## config.mk

```make
export PLATFORM = sky130hd
export DESIGN_NAME = instruction_fetch_unit
export DESIGN_NICKNAME = d
export VERILOG_FILES = /design/src/rtl/instruction_fetch_unit.sv
export SDC_FILE = /design/constraint.sdc
export NUM_CORES = 1
export LEC_CHECK = 0
export ABC_AREA = 1
export CELL_PAD_IN_SITES_DETAIL_PLACEMENT = 0
export CELL_PAD_IN_SITES_GLOBAL_PLACEMENT = 1
export CORE_UTILIZATION = 50
export DETAILED_ROUTE_END_ITERATION = 12
export DONT_BUFFER_PORTS = 1
export PLACE_DENSITY_LB_ADDON = 0.1
export SLEW_MARGIN = 20
export SYNTH_ARGS = -nofsm -noshare
export SYNTH_HDL_FRONTEND = slang
export SYNTH_SLANG_ARGS = --single-unit
```

## constraint.sdc

```tcl
create_clock -name fetch_clock_in -period 4.5 [get_ports fetch_clock_in]
set_clock_uncertainty 0.1 [all_clocks]
set_input_delay 0.675 -clock fetch_clock_in [delete_from_list [all_inputs] [get_ports fetch_clock_in]]
set_output_delay 0.675 -clock fetch_clock_in [all_outputs]
set_load 0.05 [all_outputs]
```

## src/rtl/instruction_fetch_unit.sv

```systemverilog
// Core101 fetch stage: PC sequencing, instruction-memory handshake, output register
// with a one-entry skid buffer, and branch/jump redirect handling.
`timescale 1ns/1ps
module instruction_fetch_unit #(
   parameter logic [31:0] RESET_VECTOR = 32'h0000_0000,
   parameter logic [31:0] NOP_INSTR    = 32'h0000_0013
) (
   input  logic        fetch_clock_in,
   input  logic        fetch_reset_in,
   output logic [31:0] fetch_ins_mem_addr_out,
   output logic        fetch_ins_mem_req_out,
   input  logic        fetch_ins_mem_ack_in,
   input  logic [31:0] fetch_ins_mem_data_in,
   input  logic        fetch_redirect_in,
   input  logic [31:0] fetch_redirect_addr_in,
   output logic        fetch_ir_valid_out,
   input  logic        fetch_ir_ready_in,
   output logic [31:0] fetch_ir_out,
   output logic [31:0] fetch_pc_out,
   output logic        fetch_misaligned_out
);

   typedef enum logic [1:0] {
      ST_IDLE  = 2'd0,
      ST_FETCH = 2'd1,
      ST_DRAIN = 2'd2,
      ST_ERROR = 2'd3
   } state_t;

   state_t      state_r;
   state_t      state_next_s;
   state_t      base_next_s;
   logic [31:0] pc_r;
   logic [31:0] drain_addr_r;
   logic        out_valid_r;
   logic [31:0] out_ir_r;
   logic [31:0] out_pc_r;
   logic        skid_valid_r;
   logic [31:0] skid_ir_r;
   logic [31:0] skid_pc_r;
   logic        misaligned_r;
   logic        req_s;
   logic [31:0] addr_s;
   logic        mem_ack_s;
   logic        fetched_s;
   logic        out_free_s;

   function automatic logic is_misaligned(input logic [31:0] addr);
      return (addr[1:0] != 2'b00);
   endfunction

   assign mem_ack_s  = req_s & fetch_ins_mem_ack_in;
   assign fetched_s  = mem_ack_s & (state_r == ST_FETCH) & ~fetch_redirect_in;
   assign out_free_s = ~out_valid_r | fetch_ir_ready_in;

   assign fetch_ins_mem_addr_out = addr_s;
   assign fetch_ins_mem_req_out  = req_s;
   assign fetch_ir_valid_out     = out_valid_r;
   assign fetch_ir_out           = out_ir_r;
   assign fetch_pc_out           = out_pc_r;
   assign fetch_misaligned_out   = misaligned_r;

   // State register
   always_ff @(posedge fetch_clock_in or negedge fetch_reset_in) begin
      if (!fetch_reset_in) begin
         state_r <= ST_IDLE;
      end else begin
         state_r <= state_next_s;
      end
   end

   // Next-state, memory request and address selection
   always_comb begin
      state_next_s = state_r;
      base_next_s  = state_r;
      req_s        = 1'b0;
      addr_s       = pc_r;
      case (state_r)
         ST_IDLE: begin
            base_next_s = ST_FETCH;
         end
         ST_FETCH: begin
            req_s = ~skid_valid_r;
         end
         ST_DRAIN: begin
            // the abandoned request must complete at its original address
            req_s  = 1'b1;
            addr_s = drain_addr_r;
            if (fetch_ins_mem_ack_in) begin
               base_next_s = ST_FETCH;
            end else begin
               base_next_s = ST_DRAIN;
            end
         end
         ST_ERROR: begin
            base_next_s = ST_ERROR;
         end
         default: begin
            base_next_s = ST_IDLE;
         end
      endcase
      if (fetch_redirect_in) begin
         if (is_misaligned(fetch_redirect_addr_in)) begin
            state_next_s = ST_ERROR;
         end else if (req_s && !fetch_ins_mem_ack_in) begin
            state_next_s = ST_DRAIN;
         end else begin
            state_next_s = ST_FETCH;
         end
      end else begin
         state_next_s = base_next_s;
      end
   end

   // PC, output register, skid buffer and misalignment flag
   always_ff @(posedge fetch_clock_in or negedge fetch_reset_in) begin
      if (!fetch_reset_in) begin
         pc_r         <= RESET_VECTOR;
         drain_addr_r <= RESET_VECTOR;
         out_valid_r  <= 1'b0;
         out_ir_r     <= NOP_INSTR;
         out_pc_r     <= 32'h0000_0000;
         skid_valid_r <= 1'b0;
         skid_ir_r    <= NOP_INSTR;
         skid_pc_r    <= 32'h0000_0000;
         misaligned_r <= 1'b0;
      end else if (fetch_redirect_in) begin
         out_valid_r  <= 1'b0;
         out_ir_r     <= NOP_INSTR;
         skid_valid_r <= 1'b0;
         if (is_misaligned(fetch_redirect_addr_in)) begin
            misaligned_r <= 1'b1;
         end else begin
            misaligned_r <= 1'b0;
            pc_r         <= fetch_redirect_addr_in;
            // a second redirect while draining keeps the original drain address
            if (state_r != ST_DRAIN) begin
               drain_addr_r <= pc_r;
            end
         end
      end else begin
         if (fetched_s) begin
            pc_r <= pc_r + 32'd4;
         end
         if (out_free_s) begin
            if (skid_valid_r) begin
               out_valid_r  <= 1'b1;
               out_ir_r     <= skid_ir_r;
               out_pc_r     <= skid_pc_r;
               skid_valid_r <= 1'b0;
            end else if (fetched_s) begin
               out_valid_r <= 1'b1;
               out_ir_r    <= fetch_ins_mem_data_in;
               out_pc_r    <= pc_r;
            end else if (out_valid_r) begin
               out_valid_r <= 1'b0;
               out_ir_r    <= NOP_INSTR;
            end
         end else if (fetched_s) begin
            skid_valid_r <= 1'b1;
            skid_ir_r    <= fetch_ins_mem_data_in;
            skid_pc_r    <= pc_r;
         end
      end
   end

endmodule

```

==> results.py <==
metrics = {
    "run_status": {
        "outcome": "finished with violations",
        "failed_checks": "negative hold slack",
    },
    "clocking": {
        "clockRootBuffer": "sky130_fd_sc_hd__clkbuf_16",
        "cts_setup_buffers": 0,
        "clk_path_buf_depth": 2,
        "tritoncts.num_buffers": 17,
        "post_cts_resized": 0,
        "path_clk_slew_ns": 0.08,
        "htree_num_levels": 4,
        "clock_sinks": 197,
        "clock_tree_from_tritoncts": "yes",
        "clk-insertion-delay-late_ns": 0.43,
    },
    "logic_synthesis": {
        "synth.yosys.seq_area_share_pct": 50.49,
        "synth_largest_area_cell": "sky130_fd_sc_hd__dfrtp_1",
        "yosysTopAreaCellShare_pct": 48.87,
        "synth.yosys.warnings": 0,
        "synth_nets": 1373,
        "postSynthRegisterBits": 197,
        "yosys.cell_types.count": 34,
        "post_synth_inst_count": 1300,
        "netlist_area_sq_um": 9779,
        "syn-mean-instance-area_sq_um": 7.523,
        "post_synth_main_area_contributors": "sky130_fd_sc_hd__dfrtp_1 49%, sky130_fd_sc_hd__nand2_1 19%, sky130_fd_sc_hd__o21ai_0 7.1%, sky130_fd_sc_hd__inv_1 4.7%, sky130_fd_sc_hd__nor2_1 3.4%",
    },
    "critical_path": {
        "cp-end-kind": "output port",
        "critical_path_arrival_ns": 2.33,
        "path_max_fanout": 57,
        "start_kind": "flip-flop",
        "reg2reg_to": "fetch_pc_out[8]",
        "r2r_slack_ns": 1.73,
        "criticalPathCategory": "flip-flop to output port",
        "number_of_cells_on_the_worst_reg_to_reg_path": 10,
        "reg2reg_from": "skid_valid_r",
        "required_ns": 3.72,
    },
    "sta": {
        "timing.final.setup_violations": 0,
        "timing.final.crit_period_ns": 3.101,
        "final-hold-violation-count": 191,
        "timing.final.crit_share_pct": 68.91,
        "setup_tns_ns": 0,
        "slew_headroom_pct": 29.82,
        "drv_slew": 0,
        "grt_setup_unrepaired": "false",
        "worst_pin_slew_ns": 1.046,
        "finalHoldWorstSlack_ns": -0.1697,
        "top_achievable_clock_speed_ghz": 0.3225,
    },
    "detailed_routing": {
        "route.vias.total": 7933,
        "post_detailed_route_drc_marker_count": 0,
        "final_antenna_net_count": 0,
        "drt-wirelength-per-cell_um": 15.48,
        "detailedRoute.firstIterationViolations": 481,
        "detail_route.wirelength_um": 23750,
        "drt-pass1-iter-count": 5,
        "number_of_vias_per_cell": 5.171,
    },
    "power": {
        "power.net_switching_uw": 3119,
        "power_report.internal_total_uw": 3519,
        "ir_worst_vdd_uv": 383.4,
        "power-per-cell-area_nw_per_um2": 634.0,
        "power.share.combinational_pct": 28.7,
        "power_leakage_uw": 0.005031,
        "power.switching_fraction_pct": 46.98,
        "clock_power_share_pct": 23.9,
        "p_seq_share_pct": 47.4,
    },
    "placed_design": {
        "place_hpwl_um": 16330,
        "place_congestion": 0.8897,
        "numPlacedInstances": 1500,
        "placement.io_buffers": 0,
    },
    "global_routing": {
        "antenna_found_initial": 2,
        "grt_pass1_vias": 7385,
        "grt_use_total_pct": 24.73,
        "grt_overflow_total": 0,
        "grt_max_degree": 198,
        "grt_first_pass_wirelength_um": 38850,
    },
    "cells_and_area": {
        "final_net_count": 1332,
        "final_cells": 1534,
        "multiInputGateArea_sq_um": 4014,
        "mostFrequentLayoutCell": "sky130_fd_sc_hd__nand2_1",
        "fin_util_pct": 55.23,
        "layout_common_cells": "490 x sky130_fd_sc_hd__nand2_1, 190 x sky130_fd_sc_hd__dfrtp_1, 123 x sky130_fd_sc_hd__inv_1",
        "synthToLayoutAreaGrowth_pct": 7.062,
        "layout.filler_cells": 1848,
        "layout_cell_share_with_drive_strength_beyond_1_pct": 5.267,
        "seqCellArea_sq_um": 4938,
    },
    "floorplan": {
        "floorplan.core_area_sq_um": 18960,
        "dieArea_sq_um": 20120,
        "num_io_pins": 168,
        "die_w_um": 141.9,
        "floorplan.initialDensity_pct": 51.59,
        "die_y_um": 141.9,
        "rows": 50,
    },
    "flow_run": {
        "cap_viol_max_count": 0,
    },
    "hold_path": {
        "hold_crit_class": "input pin to asynchronous set/reset pin",
    },
}
[sequential cells by signal, indices dropped and copies added (netlist names)]
name	count
fetch_ir_valid_out	1
fetch_misaligned_out	1
fetch_pc_out	32
skid_valid_r	1
skid_pc_r	32
state_r	2
pc_r	32
drain_addr_r	32
fetch_ir_out	32
skid_ir_r	32
[area by class of cell]
cell class	instances	share of cell area, %
Multi-Input combinational cell	903	38.34
Sequential cell	197	47.17
Clock inverter	15	1.828
Inverter	128	4.589
Tap cell	260	3.107
Clock buffer	17	4.063
Timing Repair Buffer	12	0.8604
Antenna cell	2	0.04780
[kinds of logic after synthesis]
| logic type | after synthesis | synth area share (%) |
|---|---|---|
| buf+inv | 200 | 8.598 |
| simple gates | 630 | 25.22 |
| compound gates | 266 | 14.88 |
| flops | 197 | 50.49 |
| xor+xnor | 1 | 0.08958 |
| fa+ha+maj | 4 | 0.5118 |
| mux | 2 | 0.2175 |
[synth_stat cells]
library cell / instances
sky130_fd_sc_hd__nor2_2: 1
sky130_fd_sc_hd__buf_1: 3
sky130_fd_sc_hd__nand3b_1: 1
sky130_fd_sc_hd__nand4_1: 4
sky130_fd_sc_hd__nor2_4: 1
sky130_fd_sc_hd__a21oi_1: 11
sky130_fd_sc_hd__mux2i_1: 1
sky130_fd_sc_hd__a31oi_1: 1
sky130_fd_sc_hd__nand2_2: 2
sky130_fd_sc_hd__clkbuf_2: 3
sky130_fd_sc_hd__mux2_2: 1
sky130_fd_sc_hd__nor3_1: 1
sky130_fd_sc_hd__buf_2: 18
sky130_fd_sc_hd__nand3_1: 37
sky130_fd_sc_hd__nand4_4: 1
sky130_fd_sc_hd__or2_2: 2
sky130_fd_sc_hd__o21a_1: 29
sky130_fd_sc_hd__xor2_1: 1
sky130_fd_sc_hd__a22oi_1: 3
sky130_fd_sc_hd__o211ai_1: 2
sky130_fd_sc_hd__clkbuf_1: 37
sky130_fd_sc_hd__inv_1: 123
sky130_fd_sc_hd__buf_6: 6
sky130_fd_sc_hd__nor2_1: 88
sky130_fd_sc_hd__nand2_1: 491
sky130_fd_sc_hd__dfrtp_1: 191
sky130_fd_sc_hd__o22ai_1: 30
sky130_fd_sc_hd__buf_4: 5
sky130_fd_sc_hd__ha_1: 4
sky130_fd_sc_hd__and2_1: 1
sky130_fd_sc_hd__inv_2: 5
sky130_fd_sc_hd__o21ai_0: 138
sky130_fd_sc_hd__o21ai_1: 52
sky130_fd_sc_hd__dfstp_2: 6
[worst max path at each step]
| stage | from | end | slack, ns | cells past startpoint |
|---|---|---|---|---|
| floorplan | state_r[0] | fetch_ins_mem_addr_out[0] | 1.71 | 5 |
| global placement | skid_valid_r | fetch_pc_out[13] | 1.75 | 10 |
| detailed placement | skid_valid_r | fetch_pc_out[8] | 1.69 | 10 |
| CTS | state_r[0] | fetch_ins_mem_addr_out[18] | 1.38 | 5 |
| global route | state_r[0] | fetch_ins_mem_addr_out[20] | 1.21 | 5 |
| finish | state_r[0] | fetch_ins_mem_addr_out[18] | 1.40 | 5 |
[per-stage QoR]
stage | hold slack (ns) | area [sq um] | total power [uW] | setup slack (ns)
floorplan | 0.2794 | 9779 | 4649 | 1.712
global placement | 0.2836 | 9848 | 5062 | 1.752
detailed placement | 0.2837 | 9848 | 5098 | 1.687
CTS | -0.1830 | 10470 | 6692 | 1.379
global route | -0.1918 | 10470 | 7016 | 1.212
finish | -0.1697 | 10470 | 6638 | 1.399
[critical path, cell delays in order, from the launching register on]
cell	delay [ns]
sky130_fd_sc_hd__dfrtp_1	0.41
sky130_fd_sc_hd__inv_1	0.08
sky130_fd_sc_hd__ha_2	0.27
sky130_fd_sc_hd__buf_4	0.47
sky130_fd_sc_hd__nand2_1	0.10
sky130_fd_sc_hd__o21ai_1	0.54
[power groups by stage]
stage          combinational, uW  sequential [uW]  clock (uW)
2_1_floorplan               1680             2970           0
3_3_place_gp                1890             3170           0
3_5_place_dp                1920             3180           0
4_1_cts                     1920             3150        1620
5_1_grt                     2110             3220        1690
6_report                    1910             3150        1580
[layer usage]
layer | up-vias | part of all wire [%] | GRT usage (%)
met2 | 203 | 44 | 37.88
met5 | - | 0 | 0
met4 | 0 | 2.2 | 8.659
met1 | 3678 | 46 | 33.87
li1 | 4028 | - | -
met3 | 24 | 6.9 | 6.547
(Power assumes the default switching activity.)
==> RTL change, RTL diff (same settings) <==
Reset style: synchronous (`fetch_reset_in`), changed in 2 clocked blocks.
--- a/src/rtl/instruction_fetch_unit.sv
+++ b/src/rtl/instruction_fetch_unit.sv
@@ -61,7 +61,7 @@
    assign fetch_misaligned_out   = misaligned_r;
 
    // State register
-   always_ff @(posedge fetch_clock_in or negedge fetch_reset_in) begin
+   always_ff @(posedge fetch_clock_in) begin
       if (!fetch_reset_in) begin
          state_r <= ST_IDLE;
       end else begin
@@ -113,7 +113,7 @@
    end
 
    // PC, output register, skid buffer and misalignment flag
-   always_ff @(posedge fetch_clock_in or negedge fetch_reset_in) begin
+   always_ff @(posedge fetch_clock_in) begin
       if (!fetch_reset_in) begin
          pc_r         <= RESET_VECTOR;
          drain_addr_r <= RESET_VECTOR;
Function: differs if fetch_reset_in is asserted again (counterexample within 4 cycles, from zero or initial values and one cycle with fetch_reset_in low); with fetch_reset_in held inactive, the same outputs for 4 cycles.
==> RTL change against the original RTL <==
- cell area is 6.6% lower
- sequential cell count is the same
- core utilization down 0.79 points
- area after synthesis down 6.0%
- largest cell class is now multi-input combinational cells
- critical path type is now flop to flop
- setup slack got worse by 550 ps
- critical endpoint is now pc_r[25]
- wire length grew 5.6%
- first-iteration DRC count is 18% higher
Power is not compared: it rests on default switching activity, and its combinational part moved more than twofold at a synthesized area within 25%.
==> RTL change: results (changes against the original RTL) <==
Placement
  • Pre-CTS setup slack: 552 ps (-1140 ps)
  • Post-DP HPWL: 16400 microns (+0.31%)
  • Placer's final routability congestion estimate: 0.878 (-1.3%)

Critical path
  • CP Max Fanout: 35 (-39%)
  • Worst EP arrival: 3920 ps (+1590 ps)
  • Worst reg-to-reg setup slack: 850 ps (-880 ps)
  • Worst setup endpoint: pc_r[25]
  • Reg2reg path depth: 9 (-1)
  • FF-to-FF Start: skid_valid_r
  • Slowest CP cell: nand2_2
  • Critical path's largest stage delay: 670 ps (+130 ps)

Timing
  • Worst-Margin Slew: 1100 ps (+53.2 ps)
  • Final hold slack: 231 ps (+401 ps)
  • Fmax: 0.274 GHz (-15%)

Synth
  • Top post-synthesis cells by area: dfxtp_1 43%, nand2_1 16%, o21ai_0 8.5%
  • Ys async rst share: 0 (-1.00)
  • Synthesized Nets: 1462 (+6.5%)
  • Multiplexer share of the synthesized area: 0.00327 (+0.00109)
  • Syn_area_per_cell: 6.62 sq um (-12%)
  • Post-Synth Adder-Cell Area: 0.00681 (+0.00169)
  • Xor/xnor cell area share of the yosys netlist: 0 (-0.000896)
  • Top_reg_cell synth: dfxtp_1
  • Seq/Total Area, Yosys: 0.429 (-0.0757)
  • Top cells by count, synth: 388 x nand2_1, 197 x dfxtp_1, 156 x o21ai_0, 154 x a21oi_1, 132 x nor2_1
  • Yosys cell types: 28 (-18%)
  • Compound-gate portion of the synthesized area: 0.195 (+0.0466)

Final layout
  • Share of cells above drive strength 1: 0.0441 (-0.00858)
  • Net count reported at finish: 1399 (+5.0%)
  • Filler instances: 1853 (+0.27%)
  • Antenna Cells: 0 (-2)
  • Sequential cell area: 3950 sq um (-20%)

Global routing
  • Vias in the first global route: 7367 (-0.24%)
  • Global Route Usage Sum: 0.268 (+0.0204)
  • Met2 usage: 0.394 (+0.0157)
  • Largest net degree at the start of global routing: 102 (-48%)
  • Antenna violations before repair: 0 (-2)
  • First-pass GRT wire length: 39400 microns (+1.4%)
  • Met1 global-route usage: 0.374 (+0.0356)

Drt
  • Via/cell ratio: 5.39 (+4.2%)
  • M1 wire length: 11700 microns (+6.5%)
  • DRT Wirelength: 25100 microns (+5.6%)
  • Post-DR wirelength/cell: 16.0 microns (+3.4%)
  • WL met3: 1880 microns (+14%)
  • Initial DRC Count: 566 (+18%)

Outcome
  • Outcome: finished, final reports clean

Power and ir drop
  • Peak VDD IR: 0.263 mV
==> RTL change: cell count changes after synthesis, sizes merged, moves of 29 or more <==
| cell | delta |
|---|---|
| o21a | -29 |
| dfxtp | +197 |
| nor2 | +43 |
| a21oi | +144 |
| o21ai | -33 |
| nand2 | -102 |
| nand3 | +74 |
| dfrtp | -191 |
==> RTL change: layout make-up <==
type	count	area share
clock buffers	18	0.0439
clock inverters	14	0.0169
inverters	103	0.0395
multi-input cells	995	0.458
flip-flops and latches	197	0.403
well taps	229	0.0293
repair buffers	11	0.00883
==> RTL change: where the power goes <==
group / leakage (uW) / internal, uW / switching [uW]
Clock: 0.000283 / 837 / 713
Combinational: 0.00165 / 51.0 / 186
Sequential: 0.00159 / 1760 / 32.4
Total: 0.00352 / 2650 / 932
==> RTL change: cell families after synthesis <==
kind of cell | count (synthesis)
flops | 197
buf+inv | 196
fa+ha+maj | 5
mux | 3
simple gates | 642
compound gates | 345
